<file path="src/rtl/bus_protocol_pkg.sv">
// Shared types and constants for the bus protocol monitor.
// Optional transfer counting is enabled by defining BUS_PROTOCOL_COUNT_EN.
package bus_protocol_pkg;

   typedef enum logic [1:0] {
      IDLE,
      ACTIVE,
      ACKED,
      ABORT
   } ch_state_t;

   localparam int unsigned CNT_W = 16;
   localparam int unsigned RUN_W = 4;

endpackage

</file>
<file path="src/rtl/bus_protocol_monitor_if.sv">
// Per-channel valid/ack/data bundle observed by bus_protocol_monitor.
interface bus_protocol_monitor_if #(
   parameter int unsigned DATA_W = 8,
   parameter int unsigned NUM_CH = 1
);

   logic [NUM_CH-1:0]             dValid;
   logic [NUM_CH-1:0]             dAck;
   logic [NUM_CH-1:0][DATA_W-1:0] data;

   modport master  (output dValid, output data, input  dAck);
   modport slave   (input  dValid, input  data, output dAck);
   modport monitor (input  dValid, input  data, input  dAck);

endinterface

</file>
<file path="src/rtl/bus_protocol_ch_monitor.sv">
// Single-channel protocol checker FSM with sticky error flags.
// xfer_cnt is a saturating clean-transfer counter only when BUS_PROTOCOL_COUNT_EN is defined.
module bus_protocol_ch_monitor
   import bus_protocol_pkg::*;
#(
   parameter int unsigned DATA_W    = 8,
   parameter int unsigned MIN_VALID = 2,
   parameter int unsigned MAX_VALID = 4
) (
   input  logic              clk,
   input  logic              reset_n,
   input  logic              dValid,
   input  logic              dAck,
   input  logic [DATA_W-1:0] data,
   input  logic              clr_err,
   output logic              err_len,
   output logic              err_ack,
   output logic              err_data,
   output logic              done,
   output logic [CNT_W-1:0]  xfer_cnt
);

   localparam logic [RUN_W-1:0] MIN_C = RUN_W'(MIN_VALID);
   localparam logic [RUN_W-1:0] MAX_C = RUN_W'(MAX_VALID);

   ch_state_t         state;
   logic [RUN_W-1:0]  cnt;
   logic [RUN_W-1:0]  cnt_inc;
   logic [DATA_W-1:0] cap;
   logic              txn_err;

   assign cnt_inc = cnt + RUN_W'(1);

   // clr_err is applied first so a flag set later in the same cycle wins.
   always_ff @(posedge clk or negedge reset_n) begin
      if (!reset_n) begin
         state    <= IDLE;
         cnt      <= '0;
         cap      <= '0;
         txn_err  <= 1'b0;
         err_len  <= 1'b0;
         err_ack  <= 1'b0;
         err_data <= 1'b0;
         done     <= 1'b0;
      end else begin
         done <= 1'b0;
         if (clr_err) begin
            err_len  <= 1'b0;
            err_ack  <= 1'b0;
            err_data <= 1'b0;
         end
         case (state)
            IDLE: begin
               if (dAck) err_ack <= 1'b1;
               if (dValid) begin
                  cap     <= data;
                  cnt     <= RUN_W'(1);
                  txn_err <= 1'b0;
                  state   <= dAck ? ABORT : ACTIVE;
               end
            end
            ACTIVE: begin
               if (!dValid) begin
                  err_len <= 1'b1;
                  state   <= IDLE;
               end else begin
                  cnt <= cnt_inc;
                  if (data != cap) begin
                     err_data <= 1'b1;
                     txn_err  <= 1'b1;
                  end
                  if (dAck) begin
                     if (cnt_inc >= MIN_C) begin
                        state <= ACKED;
                     end else begin
                        err_ack <= 1'b1;
                        state   <= ABORT;
                     end
                  end else if (cnt_inc == MAX_C) begin
                     err_ack <= 1'b1;
                     state   <= ABORT;
                  end
               end
            end
            ACKED: begin
               if (dValid) begin
                  err_len <= 1'b1;
                  state   <= ABORT;
               end else begin
                  done  <= !txn_err;
                  state <= IDLE;
               end
            end
            default: begin
               if (!dValid) state <= IDLE;
            end
         endcase
      end
   end

`ifdef BUS_PROTOCOL_COUNT_EN
   always_ff @(posedge clk or negedge reset_n) begin
      if (!reset_n) begin
         xfer_cnt <= '0;
      end else if (done && (xfer_cnt != '1)) begin
         xfer_cnt <= xfer_cnt + CNT_W'(1);
      end
   end
`else
   assign xfer_cnt = '0;
`endif

endmodule

</file>
<file path="src/rtl/bus_protocol_monitor.sv">
// Multi-channel valid/ack protocol monitor; one checker per channel.
// Define BUS_PROTOCOL_COUNT_EN to enable the per-channel clean-transfer counters.
module bus_protocol_monitor
   import bus_protocol_pkg::*;
#(
   parameter int unsigned DATA_W    = 8,
   parameter int unsigned NUM_CH    = 1,
   parameter int unsigned MIN_VALID = 2,
   parameter int unsigned MAX_VALID = 4
) (
   input  logic                           clk,
   input  logic                           reset_n,
   bus_protocol_monitor_if.monitor        bus,
   input  logic                           clr_err,
   output logic [NUM_CH-1:0]              err_len,
   output logic [NUM_CH-1:0]              err_ack,
   output logic [NUM_CH-1:0]              err_data,
   output logic                           err_any,
   output logic [NUM_CH-1:0]              done,
   output logic [NUM_CH-1:0][CNT_W-1:0]   xfer_cnt
);

   for (genvar g = 0; g < NUM_CH; g++) begin : g_ch
      bus_protocol_ch_monitor #(
         .DATA_W    (DATA_W),
         .MIN_VALID (MIN_VALID),
         .MAX_VALID (MAX_VALID)
      ) u_ch (
         .clk      (clk),
         .reset_n  (reset_n),
         .dValid   (bus.dValid[g]),
         .dAck     (bus.dAck[g]),
         .data     (bus.data[g]),
         .clr_err  (clr_err),
         .err_len  (err_len[g]),
         .err_ack  (err_ack[g]),
         .err_data (err_data[g]),
         .done     (done[g]),
         .xfer_cnt (xfer_cnt[g])
      );
   end

   assign err_any = (|err_len) | (|err_ack) | (|err_data);

endmodule

</file>
<file path="src/flat_wrapper.sv">
// flat-port wrapper written by rule: the top's interface ports become plain ports
module bus_protocol_monitor_flat import bus_protocol_pkg::*;
#(
   parameter int unsigned DATA_W    = 8,
   parameter int unsigned NUM_CH    = 1,
   parameter int unsigned MIN_VALID = 2,
   parameter int unsigned MAX_VALID = 4
)
  (clk, reset_n, clr_err, err_len, err_ack, err_data, err_any, done, xfer_cnt, bus_dValid, bus_data, bus_dAck);
  bus_protocol_monitor_if #(.DATA_W(DATA_W), .NUM_CH(NUM_CH)) bus_i ();
  input  logic clk;
  input  logic reset_n;
  input  logic clr_err;
  output logic [NUM_CH-1:0] err_len;
  output logic [NUM_CH-1:0] err_ack;
  output logic [NUM_CH-1:0] err_data;
  output logic err_any;
  output logic [NUM_CH-1:0] done;
  output logic [NUM_CH-1:0][CNT_W-1:0] xfer_cnt;
  input wire logic [$bits(bus_i.dValid)-1:0] bus_dValid;
  input wire logic [$bits(bus_i.data)-1:0] bus_data;
  input wire logic [$bits(bus_i.dAck)-1:0] bus_dAck;
  assign bus_i.dValid = bus_dValid;
  assign bus_i.data = bus_data;
  assign bus_i.dAck = bus_dAck;
  bus_protocol_monitor #(.DATA_W(DATA_W), .NUM_CH(NUM_CH), .MIN_VALID(MIN_VALID), .MAX_VALID(MAX_VALID)) u_core (.clk(clk), .reset_n(reset_n), .bus(bus_i), .clr_err(clr_err), .err_len(err_len), .err_ack(err_ack), .err_data(err_data), .err_any(err_any), .done(done), .xfer_cnt(xfer_cnt));
endmodule
</file>
<file path="config.mk">
export PLATFORM = sky130hd
export DESIGN_NAME = bus_protocol_monitor_flat
export DESIGN_NICKNAME = d
export VERILOG_FILES = /design/src/rtl/bus_protocol_pkg.sv /design/src/rtl/bus_protocol_monitor_if.sv /design/src/rtl/bus_protocol_ch_monitor.sv /design/src/rtl/bus_protocol_monitor.sv /design/src/flat_wrapper.sv
export SDC_FILE = /design/constraint.sdc
export NUM_CORES = 1
export LEC_CHECK = 0
export CORE_ASPECT_RATIO = 1.1
export CORE_MARGIN = 2
export CORE_UTILIZATION = 32
export CTS_BUF_LIST = sky130_fd_sc_hd__clkbuf_8 sky130_fd_sc_hd__clkbuf_16
export CTS_CLUSTER_DIAMETER = 60
export CTS_CLUSTER_SIZE = 8
export DETAILED_ROUTE_END_ITERATION = 7
export HOLD_SLACK_MARGIN = 0.03
export SETUP_SLACK_MARGIN = 0.15
export SLEW_MARGIN = 25
export SYNTH_ARGS = -nofsm -noshare
export SYNTH_HDL_FRONTEND = slang
export SYNTH_SLANG_ARGS = --single-unit
export TNS_END_PERCENT = 10
</file>
<file path="constraint.sdc">
create_clock -name clk -period 2.3 [get_ports clk]
set_input_delay 0.46 -clock clk [delete_from_list [all_inputs] [get_ports clk]]
set_output_delay 0.46 -clock clk [all_outputs]
set_load 0.05 [all_outputs]
</file>
==> summary.md, run 1 <==
| Metric | Value |
|---|---|
| Post_cts resized | `1` |
| Drt first-iter violations | `47` |
| Yosys warns | `0` |
| Global-route wire length before repair | `about 4000 um` |
| Worst hold path class | `reg2reg` |
| Vias | `849` |
| Placer Congestion | `approximately 0.75` |
| CTS Hold Bufs | `0` |
| Die X | `around 63 um` |
| Initial Utilization | `between 30% and 40%` |
| Area growth syn-to-layout | `18.2%` |
| Antenna violations before repair | `0` |
| Num CTS Buffers | `3` |
| Post-synthesis cell type with the largest combined area | `dfrtp_1` |
| ANT nets after route | `0` |
| TritonCTS clock tree | `yes` |
| CP max-delay cell | `or4b_4` |
| Fillcell total | `between 300 and 400` |
| Max VDD drop | `between 0.0005 and 0.0006 V` |
| Avg Synthesized Cell Area | `approximately 10 um2` |
| Finished Layout Cells | `188` |
| Core ar. | `3630 um2` |
| Full die area | `~4300 um2` |
| Final setup fails | `0` |
| Seq cells post-synth | `19` |
| CTS Sinks | `19` |
| Critical Path AT | `approximately 2.2 ns` |
| Clock Skew | `between 0.0015 and 0.002 ns` |
| Status | `completed` |
| Fraction of layout cells with a size suffix above 1 | `between 10% and 20%` |
| DR pass1 iterations | `4` |
| R2r worst-path depth | `6` |
| Worst skew pair latency | `0.26 ns` |
| Vias in the first global route | `about 900` |
| Cell Chain, Critical Path | `inv_1 > ha_1 > or4b_4 > o211ai_2 > o21a_2 > mux2_1` |
| Setup TNS | `0 ns` |
| Pwr dens | `1270 nW/um2` |
| WHS Path Cells | `1` |
| HPWL after DPL | `1810 um` |
| Seq. cell area | `around 480 um2` |
| LEAKAGE | `a little over 0.6 nW` |
| Root Buffer | `clkbuf_8` |
| Area occupied by multi-input gates | `632 um2` |
| Critical Path Sink Type | `flip-flop` |
| Dpl cells | `about 180` |
| Mean number of vias per cell | `4.52` |
| Row cnt | `23` |
| Synth Cell Area | `1210 um2` |
| Cell Area, Placed | `between 1000 and 1500 um2` |
| Worst-path fanout max | `5` |
| Endpoints failing hold | `0` |
| Boundary Pins | `34` |
| Die Ht | `roughly 70 um` |
| Synth area leaders | `dfrtp_1, buf_4, mux2_2, ha_1, xnor2_1` |
| Sequential fraction of the synthesis area | `39.3%` |
| Slew @ Worst Pin | `between 0.5 and 0.6 ns` |
| Syn Inst Count | `~120` |
| Overall Global Routing Usage | `about an eighth` |
| Largest net degree at the start of global routing | `20` |
| Top-area cell type share of the netlist area | `about two fifths` |
| CTS clk-pin slew, worst paths | `about 0.070 ns` |
| Tcrit/Tclk final | `between 80% and 90%` |
| Fin area | `between 1000 and 1500 um2` |
| Max stage delay on crit path | `0.58 ns` |
| Data required, critical path | `2.44 ns` |
| Synth cell types | `35` |
| Maximum clock frequency | `0.488 GHz` |
| Pins Over Slew Limit | `0` |
| Fin crit period | `just over 2 ns` |
| Max-Cap Viols | `0` |
| Crit Path Class | `reg2reg` |
| Nets | `159` |
| Wire length after detailed routing | `around 2300 um` |
| RSZ-0062 raised after global routing | `no` |
| IO buf count | `17` |
| H-tree depth | `1` |
| Inserted Diodes | `0` |
| Detailed-route DRC error count | `0` |
| Post-CTS Repair Setup Buffers | `0` |
| Remaining Overflow, GRT | `0` |
| Routed len/inst | `12.5 um` |
| Max Root-Sink Buffers | `2` |
| Setup crit start kind | `flip-flop` |
| Rel. slew slack | `roughly 66%` |
-- kinds of logic (layout without fill, tap and decap cells) --
group	count (synthesis)	in the layout	synth area share, %
simple gates	24	24	11.7
buf+inv	24	30	13.0
compound gates	22	22	12.0
flops	19	19	39.3
xor+xnor	11	11	7.97
mux	9	9	8.39
fa+ha+maj	7	7	7.25
other cells	1	16	0.310
-- final cells by class --
class	count	area share, %
sequential	19	33.3
clock inverter	1	0.263
clock buffer	3	2.89
tap	50	4.38
timing repair buffer	20	13.4
inverter	6	1.58
multi-input combinational	89	44.2
-- critical path, delay by kind of cell, from the launching register on --
family | cells | cell delay (ns)
DFF | 1 | 0.41
adders and majority gates | 1 | 0.27
and+or+nand+nor | 1 | 0.58
AOI/OAI and AO/OA | 2 | 0.27
muxes | 1 | 0.33
buffers and inverters | 1 | 0.08
-- power by group --
group	switching, mW	internal [mW]	total (mW)
sequential	0.127	0.488	0.615
clock	0.112	0.119	0.230
combinational	0.546	0.417	0.963
-- flip-flops by register name, summed over array words and instances, names as in the netlist --
| name | count |
|---|---|
| u_core.g_ch.u_ch.cap | 8 |
| u_core.g_ch.u_ch.cnt | 4 |
| u_core.g_ch.u_ch.state | 2 |
| u_core.g_ch.u_ch.done | 1 |
| u_core.g_ch.u_ch.err_ack | 1 |
| u_core.g_ch.u_ch.err_data | 1 |
| u_core.g_ch.u_ch.err_len | 1 |
| u_core.g_ch.u_ch.txn_err | 1 |
-- metal layers --
layer  wire length [um]  GRT usage (%)
met1               1030           14.9
met5                  0              0
met4                 40           5.83
met2               1160           22.7
met3                119           2.47
-- metrics by stage --
step,utilization [%],setup slack [ns],power (mW),hold WS [ns]
after floorplan,-,0.394,1.37,0.164
after global placement,38.2,0.208,1.56,0.416
after detailed placement,38.2,0.155,1.60,0.412
after CTS,39.4,0.237,1.84,0.420
after global routing,39.4,0.152,1.97,0.437
final,39.4,0.251,1.81,0.418
-- synthesized netlist by cell type --
| cell type | number |
|---|---|
| nand4_1 | 2 |
| nor3b_1 | 2 |
| or3_1 | 1 |
| o21a_1 | 1 |
| nor2b_1 | 2 |
| buf_4 | 16 |
| mux2_2 | 8 |
| o211ai_1 | 1 |
| mux2_1 | 1 |
| nand4_2 | 1 |
| a311oi_1 | 1 |
| o21ai_0 | 8 |
| o21ai_1 | 2 |
| a22o_1 | 1 |
| nor3_1 | 1 |
| o31ai_1 | 1 |
| conb_1 | 1 |
| or4b_4 | 1 |
| nor2_1 | 1 |
| dfrtp_1 | 19 |
| inv_1 | 6 |
| nand2b_1 | 2 |
| a221o_1 | 1 |
| clkbuf_1 | 1 |
| xnor2_1 | 9 |
| a21oi_1 | 3 |
| o21a_2 | 1 |
| nand3_1 | 3 |
| and2_1 | 1 |
| ha_1 | 7 |
| o211ai_2 | 1 |
| a31o_1 | 1 |
| xor2_1 | 2 |
| nand2_1 | 7 |
| buf_6 | 1 |
-- layout by cell type (no fill, tap or decap), types with 2 or more instances in the layout --
master / instances
dfrtp_1: 19
conb_1: 16
clkdlybuf4s50_1: 16
xnor2_1: 9
o21ai_0: 8
mux2_2: 8
inv_1: 7
nand2_1: 7
ha_1: 7
a21oi_1: 3
nand3_1: 3
clkbuf_8: 3
buf_4: 3
nand2b_1: 2
nor2b_1: 2
nor3b_1: 2
nand4_1: 2
o21ai_1: 2
xor2_1: 2
-- path summary, 6_finish.rpt --
check                                             start                      endpoint  slack [ns]
min                         u_core.g_ch[0].u_ch.txn_err      u_core.g_ch[0].u_ch.done        0.42
min reg2reg                 u_core.g_ch[0].u_ch.txn_err      u_core.g_ch[0].u_ch.done        0.42
min in group asynchronous                       reset_n    u_core.g_ch[0].u_ch.cap[2]        0.53
max in group asynchronous                       reset_n    u_core.g_ch[0].u_ch.cnt[3]        1.56
max                        u_core.g_ch[0].u_ch.state[0]  u_core.g_ch[0].u_ch.state[1]        0.25
max reg2reg                u_core.g_ch[0].u_ch.state[0]  u_core.g_ch[0].u_ch.state[1]        0.25
(Power assumes the default switching activity.)
==> inputs of run 2 (changes only) <==
--- a/config.mk
+++ b/config.mk
@@ -6,7 +6,6 @@
 export NUM_CORES = 1
 export LEC_CHECK = 0
 export CORE_ASPECT_RATIO = 1.1
-export CORE_MARGIN = 2
 export CORE_UTILIZATION = 32
 export CTS_BUF_LIST = sky130_fd_sc_hd__clkbuf_8 sky130_fd_sc_hd__clkbuf_16
 export CTS_CLUSTER_DIAMETER = 60
==> run 2 against run 1 <==
Against the previous run: total power fell by 0.51%; maximum frequency is 0.84% higher; routed wire length decreased by 6.3%; clock power rose by 3%; critical path depth unchanged; sequential cell count is the same; sequential share of layout area grew 0.088 points; clock skew increased by 0.0016 ns; hold slack better by 0.0022 ns; design area down 0.26%; sequential power barely moved; critical endpoint unchanged; highest routed layer unchanged.
==> summary.md, run 2 (same netlist as run 1, synthesis figures left out) <==
| Metric | Value |
|---|---|
| Wire length on met3 | `128 um (was 119 um)` |
| IO buf count | `17 (unchanged)` |
| Critical Path AT | `2.18 ns (was 2.19 ns)` |
| Reg with most FFs | `u_core.g_ch.u_ch.cap (unchanged)` |
| H-tree depth | `1 (unchanged)` |
| Endpoints failing hold | `0 (unchanged)` |
| Placer Congestion | `0.772 (was 0.748)` |
| CTS clk-pin slew, worst paths | `0.08 ns (was 0.07 ns)` |
| DR pass1 iterations | `3 (was 4)` |
| Antenna violations before repair | `0 (unchanged)` |
| WHS Path Cells | `1 (unchanged)` |
| Overall Global Routing Usage | `13.2% (was 12.7%)` |
| Hold path start | `u_core.g_ch[0].u_ch.txn_err (unchanged)` |
| Slew @ Worst Pin | `0.529 ns (was 0.504 ns)` |
| Setup ws final | `0.268 ns (was 0.251 ns)` |
| Fraction of layout cells with a size suffix above 1 | `13.9% (was 13.0%)` |
| Max VDD drop | `0.000658 V (was 0.000552 V)` |
| Fin crit period | `2.03 ns (was 2.05 ns)` |
| Die X | `60.6 um (was 62.6 um)` |
| Nets | `158 (was 159)` |
| Status | `completed (unchanged)` |
| Boundary Pins | `34 (unchanged)` |
| R2R Path Start | `u_core.g_ch[0].u_ch.state[0] (unchanged)` |
| R2r worst-path depth | `6 (unchanged)` |
| Crit Path Class | `reg2reg (unchanged)` |
| Largest net degree at the start of global routing | `20 (unchanged)` |
| Remaining Overflow, GRT | `0 (unchanged)` |
| Tcrit/Tclk final | `88.4% (was 89.1%)` |
| Wire length after detailed routing | `2200 um (was 2350 um)` |
| TritonCTS clock tree | `yes (unchanged)` |
| Rel. slew slack | `64.6% (was 66.3%)` |
| Num CTS Buffers | `3 (unchanged)` |
| Row cnt | `23 (unchanged)` |
| Worst hold path class | `reg2reg (unchanged)` |
| Worst-path fanout max | `5 (unchanged)` |
| Pwr Total | `1.80 mW (was 1.81 mW)` |
| Worst skew pair latency | `0.26 ns (about the same)` |
| Routed len/inst | `11.8 um (was 12.5 um)` |
| Biggest regs | `u_core.g_ch.u_ch.cap (8), u_core.g_ch.u_ch.cnt (4), u_core.g_ch.u_ch.state (2) (unchanged)` |
| Critical Path Sink Type | `flip-flop (unchanged)` |
| Core ar. | `3630 um2 (unchanged)` |
| Top sig layer | `met4 (unchanged)` |
| Mean number of vias per cell | `4.47 (was 4.52)` |
| LEAKAGE | `0.614 nW (was 0.622 nW)` |
| Area growth syn-to-layout | `17.9% (was 18.2%)` |
| Initial Utilization | `33.3% (unchanged)` |
| Max-Cap Viols | `0 (unchanged)` |
| Drt first-iter violations | `17 (was 47)` |
| R2R Setup Slk | `0.27 ns (was 0.25 ns)` |
| Setup WS pre-CTS | `0.173 ns (was 0.155 ns)` |
| Commonest non-fill, non-tap cell in the layout | `dfrtp_1 (unchanged)` |
| Data required, critical path | `2.44 ns (about the same)` |
| RSZ-0062 raised after global routing | `no (unchanged)` |
| Setup TNS | `0 ns (unchanged)` |
| Root Buffer | `clkbuf_8 (unchanged)` |
| Most frequent cells in the layout | `dfrtp_1, conb_1, clkdlybuf4s50_1, xnor2_1 (unchanged)` |
| Hold path endpoint | `u_core.g_ch[0].u_ch.done (unchanged)` |
| WL met1 | `1040 um (was 1030 um)` |
| CTS Sinks | `19 (unchanged)` |
| Pwr dens | `1260 nW/um2 (was 1270 nW/um2)` |
| Final setup fails | `0 (unchanged)` |
| Die Ht | `66.5 um (was 68.5 um)` |
| Full die area | `4030 um2 (was 4280 um2)` |
| HPWL after DPL | `1700 um (was 1810 um)` |
| Detailed-route DRC error count | `0 (unchanged)` |
| ANT nets after route | `0 (unchanged)` |
| Setup crit start kind | `flip-flop (unchanged)` |
| Max Root-Sink Buffers | `2 (unchanged)` |
| RR Endpoint | `u_core.g_ch[0].u_ch.state[1] (unchanged)` |
| DR WL met2 | `1020 um (was 1160 um)` |
| Post-CTS Repair Setup Buffers | `0 (unchanged)` |
| Inserted Diodes | `0 (unchanged)` |
| Global-route wire length before repair | `3970 um (was 4110 um)` |
| Clock Skew | `0.00338 ns (was 0.00180 ns)` |
| Max FFs per register | `8 (unchanged)` |
| Maximum clock frequency | `0.492 GHz (was 0.488 GHz)` |
| Pins Over Slew Limit | `0 (unchanged)` |
| Vias in the first global route | `877 (was 908)` |
| Vias | `835 (was 849)` |
run 2: cell types whose count changed in the layout (fill, tap and decap cells not counted):
cell	previous run	this run
buf_4	3	2
clkinv_2	0	1
ha_1	7	6
ha_2	0	1
inv_1	7	6
run 2: worst max path at each step:
stage | cells after the start | startpoint | end
floorplan | 7 | u_core.g_ch[0].u_ch.state[1] | u_core.g_ch[0].u_ch.state[1]
global placement | 5 | bus_dValid | u_core.g_ch[0].u_ch.state[1]
detailed placement | 5 | bus_dValid | u_core.g_ch[0].u_ch.state[1]
CTS | 6 | u_core.g_ch[0].u_ch.state[1] | u_core.g_ch[0].u_ch.state[1]
global route | 6 | u_core.g_ch[0].u_ch.state[0] | u_core.g_ch[0].u_ch.state[1]
finish | 6 | u_core.g_ch[0].u_ch.state[0] | u_core.g_ch[0].u_ch.state[1]
run 2: layer usage:
metal | GRT usage, % | vias up
met4 | 2.56 | 0
met3 | 5.05 | 2
li1 | - | 409
met2 | 21.4 | 28
met1 | 16.6 | 396
met5 | 0 | -
run 2: worst max-delay path, stage by stage, from the launching register on:
cell and delay [ns]:
dfrtp_1 0.43, inv_1 0.09, ha_1 0.26, or4b_4 0.57, o211ai_2 0.09, o21a_2 0.17, mux2_1 0.32
run 2: layout make-up:
class | count | area (um2)
tap | 50 | 62.6
fill | 391 | 2200
multi-input combinational | 89 | 634
clock buffer | 3 | 41.3
sequential | 19 | 475
timing repair buffer | 19 | 184
inverter | 6 | 22.5
clock inverter | 1 | 5.00
run 2: timing repair:
item	CTS	global route
cloned	0	0
hold buffers	0	0
setup endpoints to repair	1	1
resized for setup	1	1
run 2: stage by stage:
stage               cells  utilization (%)  cell area, um2  hold WS (ns)
finish                187             39.3            1430         0.420
floorplan             132                -            1260         0.164
CTS                   187             39.2            1420         0.429
detailed placement    183             38.0            1380         0.416
global placement      183             38.0            1380         0.414
global route          187             39.3            1430         0.461
run 2: report_power, final:
part,internal [mW],switching (mW),total [mW]
Clock,0.121,0.117,0.238
Combinational,0.409,0.536,0.945
Sequential,0.488,0.128,0.616
Total,1.02,0.781,1.80
